<file path="src/rtl/bpsk_demodulator.sv">
// BPSK integrate-and-dump demodulator: correlates each SPS-sample symbol against a
// one-cycle square-wave reference, slices a hard bit, and packs NBITS bits MSB-first.
module bpsk_demodulator #(
    parameter int WIDTH = 7,
    parameter int SPS   = 4,
    parameter int NBITS = 7
) (
    input  logic                    CLK,
    input  logic                    RSTn,
    input  logic signed [WIDTH-1:0] in,
    input  logic                    Flag,
    input  logic                    Sync,
    output logic                    Bit,
    output logic                    BitValid,
    output logic [NBITS-1:0]        out,
    output logic                    Valid
);
    localparam int ACCW = WIDTH + $clog2(SPS) + 1;
    localparam int CW   = $clog2(SPS);
    localparam int BW   = $clog2(NBITS);

    typedef enum logic {IDLE, TRACK} state_t;

    state_t                  state_q, state_d;
    logic signed [ACCW-1:0]  acc_q, acc_d;
    logic [CW-1:0]           sample_cnt_q, sample_cnt_d;
    logic [BW-1:0]           bit_cnt_q, bit_cnt_d;
    logic [NBITS-2:0]        shift_q, shift_d;
    logic                    bit_q, bit_d;
    logic                    bit_valid_q, bit_valid_d;
    logic [NBITS-1:0]        out_q, out_d;
    logic                    valid_q, valid_d;

    // Sync clears the symbol/word context before the same-edge sample is processed.
    logic signed [ACCW-1:0]  acc_eff;
    logic [CW-1:0]           cnt_eff;
    logic [BW-1:0]           bcnt_eff;
    logic [NBITS-2:0]        shift_eff;
    logic signed [ACCW-1:0]  in_ext;
    logic signed [ACCW-1:0]  sum;
    logic                    dec;
    logic [NBITS-1:0]        word;

    always_comb begin
        acc_eff   = Sync ? '0 : acc_q;
        cnt_eff   = Sync ? '0 : sample_cnt_q;
        bcnt_eff  = Sync ? '0 : bit_cnt_q;
        shift_eff = Sync ? '0 : shift_q;
        in_ext    = {{(ACCW-WIDTH){in[WIDTH-1]}}, in};
        // Second half of the symbol has the reference at -1.
        sum       = (cnt_eff >= CW'(SPS/2)) ? (acc_eff - in_ext) : (acc_eff + in_ext);
        dec       = !sum[ACCW-1] && (sum != '0);
        word      = {shift_eff, dec};
    end

    always_comb begin
        state_d      = state_q;
        acc_d        = acc_q;
        sample_cnt_d = sample_cnt_q;
        bit_cnt_d    = bit_cnt_q;
        shift_d      = shift_q;
        bit_d        = bit_q;
        bit_valid_d  = 1'b0;
        out_d        = out_q;
        valid_d      = 1'b0;

        if (Sync) begin
            state_d      = TRACK;
            acc_d        = '0;
            sample_cnt_d = '0;
            bit_cnt_d    = '0;
            shift_d      = '0;
        end

        if (Flag && (Sync || state_q == TRACK)) begin
            if (cnt_eff != CW'(SPS-1)) begin
                acc_d        = sum;
                sample_cnt_d = cnt_eff + 1'b1;
            end else begin
                acc_d        = '0;
                sample_cnt_d = '0;
                bit_d        = dec;
                bit_valid_d  = 1'b1;
                if (bcnt_eff != BW'(NBITS-1)) begin
                    shift_d   = word[NBITS-2:0];
                    bit_cnt_d = bcnt_eff + 1'b1;
                end else begin
                    out_d     = word;
                    valid_d   = 1'b1;
                    bit_cnt_d = '0;
                    shift_d   = '0;
                end
            end
        end
    end

    always_ff @(posedge CLK or negedge RSTn) begin
        if (!RSTn) begin
            state_q      <= IDLE;
            acc_q        <= '0;
            sample_cnt_q <= '0;
            bit_cnt_q    <= '0;
            shift_q      <= '0;
            bit_q        <= 1'b0;
            bit_valid_q  <= 1'b0;
            out_q        <= '0;
            valid_q      <= 1'b0;
        end else begin
            state_q      <= state_d;
            acc_q        <= acc_d;
            sample_cnt_q <= sample_cnt_d;
            bit_cnt_q    <= bit_cnt_d;
            shift_q      <= shift_d;
            bit_q        <= bit_d;
            bit_valid_q  <= bit_valid_d;
            out_q        <= out_d;
            valid_q      <= valid_d;
        end
    end

    assign Bit      = bit_q;
    assign BitValid = bit_valid_q;
    assign out      = out_q;
    assign Valid    = valid_q;
endmodule

</file>
<file path="config.mk">
export PLATFORM = sky130hd
export DESIGN_NAME = bpsk_demodulator
export DESIGN_NICKNAME = d
export VERILOG_FILES = /design/src/rtl/bpsk_demodulator.sv
export SDC_FILE = /design/constraint.sdc
export NUM_CORES = 1
export LEC_CHECK = 0
export ABC_AREA = 1
export BUFFER_PORTS_ARGS = -buffer_cell sky130_fd_sc_hd__buf_2
export CORE_UTILIZATION = 45
export CTS_CLUSTER_DIAMETER = 150
export DETAILED_ROUTE_END_ITERATION = 10
export PLACE_DENSITY = 0.73
export SLEW_MARGIN = 10
export SYNTH_ARGS = -nofsm -noshare
export SYNTH_HDL_FRONTEND = slang
export SYNTH_SLANG_ARGS = --single-unit
</file>
<file path="constraint.sdc">
create_clock -name CLK -period 1.9 [get_ports CLK]
set_input_delay 0.38 -clock CLK [delete_from_list [all_inputs] [get_ports CLK]]
set_output_delay 0.38 -clock CLK [all_outputs]
set_load 0.005 [all_outputs]
</file>
==> impl_metrics.csv <==
group,metric,value,unit
die,start_util,0.470,
setup_path,path_max_fanout,4,
clock_network,clk_latency,280,ps
sta,hold_viol_final,0,
place,place_area,2560,µm²
yosys,synth_enable_flop_cells,0,
sta,relSlewSlack,0.530,
sta,post-route-period-util,1.21,
grt,grt_pass1_wl,8270,µm
status,outcome,"complete, but fails checks",
sta,setup_tns,-2160,ps
drt,wl_per_cell,12.5,µm
die,num_io_pins,21,
setup_path,cp.required,2070,ps
yosys,netlist_instances,273,
yosys,syn_area_per_cell,7.55,µm²
drt,ant_nets,0,
drt,vias,1972,
clock_network,cts-root-buf,"clkbuf_8",
final_layout,fin_area,2880,µm²
die,rows,24,
die,fp.dieW,69.7,µm
hold_path,hold_class,"input pin to async pin",
sta,max_freq,435,MHz
sta,tightest_slew,706,ps
place,place_hpwl,3600,µm
final_layout,fin_util,0.656,
yosys,ys.flop_type,"dfrtp_1",
die,die_h,69.7,µm
grt,grt_max_degree,33,
yosys,synth_nets,296,
power,p_per_area,852,nW/µm²
sta,final.setup.worst_slack,-400,ps
clock_network,cts.clk_slew.worst_paths,70,ps
sta,drv_slew,0,
yosys,ys_seq_elements,32,
yosys,yosysWarnings,0,
yosys,ys_seq_area_frac,0.388,
final_layout,final_common_cell,"nand2_1",
sta,final-setup-viol-count,8,
grt,first_global_vias,1921,
clock_network,cts-buffers-inserted,5,
sta,grt_setup_unrepaired,"true",
sta,min_period,2300,ps
place,gp_congestion,0.815,
place,io_buffers,20,
drt,wl,4950,µm
drt,detail_route.first_pass.iterations,4,
grt,antenna_found_initial,0,
clock_network,clock_path_buffers,2,
setup_path,worstPathArrival,2470,ps
die,dieArea,4860,µm²
setup_path,worst-r2r-cell-count,14,
die,core_area,4380,µm²
grt,gr-total-overflow,0,
drt,drc,0,
yosys,synthArstFlopShare,1.00,
clock_network,clkSinkCount,32,
setup_path,critPathKind,"register to register",
final_layout,final_nets,366,
grt,track_usage,0.215,
final_layout,areaGrowthSynthToFinish,39.6,%
sta,finClkSkew,3.71,ps
setup_path,end_kind,"register",
final_layout,drive_gt1_frac,0.423,
setup_path,r2r_start,"sample_cnt_q[1]",
run,cap_violations,0,
setup_path,regToRegSetupSlack,-400,ps
status,violations,"negative setup slack",
setup_path,critPathLaunchType,"register",
sta,whs,145,ps
clock_network,tritoncts,"built",
power,power_leakage,1.53,nW
clock_network,holdBufCountCts,0,
final_layout,mostFrequentLayoutCells,"nand2_1 (60), buf_4 (44), dfrtp_1 (31)",
yosys,yosysUniqueCellTypes,32,
drt,drt_iter0_drc,111,
yosys,syn_area,2060,µm²
drt,vias_per_cell,4.99,
power,peakVddDrop,0.520,mV
setup_path,r2r-end,"out[0]",
final_layout,antenna_cells,0,
clock_network,h-tree-depth,2,
## state kept, by name (all words and copies together), names as in the netlist
register      flops
acc_q            10
out               7
shift_q           6
bit_cnt_q         3
sample_cnt_q      2
Bit               1
BitValid          1
Valid             1
state_q           1
## worst max-delay path, stage by stage (launching register included)
cell	delay, ps
dfrtp_2	460
buf_12	140
nand2_4	80
o21ai_2	80
xor2_1	150
ha_1	390
nand2_2	80
nor2_1	120
nand3_1	140
nand3_1	120
nand2_1	70
nor2_1	80
nand3_1	110
nand3_1	110
nand2_1	60
## how the worst max path moves through the flow
| stage | to | slack, ps | from |
|---|---|---|---|
| final | out[0] | -400 | sample_cnt_q[1] |
| after global routing | out[0] | -530 | sample_cnt_q[1] |
| after CTS | out[0] | -320 | in[0] |
| after detailed placement | out[0] | -660 | in[0] |
| after global placement | Bit | -580 | in[0] |
| after floorplan | Bit | -290 | in[0] |
## kinds of logic (layout without fill, tap and decap cells)
logic type / after synthesis / count (layout) / synth area share
simple gates: 136 / 137 / 0.301
flops: 32 / 32 / 0.388
fa+ha+maj: 12 / 12 / 0.0765
xor+xnor: 7 / 7 / 0.0297
compound gates: 34 / 34 / 0.0977
buf+inv: 52 / 121 / 0.107
## power by group
part	switching (W)	internal [W]	total, W
Combinational	0.000609	0.000566	0.00118
Sequential	0.0000299	0.000758	0.000788
Clock	0.000239	0.000249	0.000488
## Yosys cell counts, drive strengths merged (3+ instances only)
cell | count | area (µm²)
nand2 | 85 | 365
inv | 47 | 184
dfrtp | 32 | 801
nor2 | 24 | 108
nand3 | 19 | 95.1
o21ai | 15 | 75.1
ha | 11 | 138
o22ai | 9 | 56.3
xor2 | 5 | 43.8
a21oi | 4 | 20.0
a22o | 4 | 35.0
buf | 4 | 32.5
or2 | 3 | 21.3
## stage by stage
step / power, W / std cells / setup WS [ps]
6_report: 0.00245 / 395 / -400
5_1_grt: 0.00261 / 395 / -525
4_1_cts: 0.00232 / 393 / -320
3_5_place_dp: 0.00175 / 380 / -661
3_3_place_gp: 0.00172 / 380 / -578
2_1_floorplan: 0.00136 / 273 / -286
## per-layer routing
metal	part of all wire	track usage	vias to the layer above
li1	-	-	1006
met1	0.43	0.261	918
met2	0.53	0.382	40
met3	0.028	0.0363	8
met4	0.018	0.0778	0
met5	0	0	-
## final cells by class
cell class | count | area, µm²
Tap cell | 52 | 65.1
Multi-Input combinational cell | 190 | 1250
Sequential cell | 32 | 802
Clock buffer | 6 | 72.6
Inverter | 48 | 209
Timing Repair Buffer | 66 | 478
Clock inverter | 1 | 5.00
Fill cell | 369 | 1510
## what timing repair did
action,CTS,global route
resized for setup,24,26
pin swaps,18,18
setup endpoints to repair,8,10
setup buffers,5,2
cloned,1,0
Note: power is estimated with default switching activity, not from simulation.
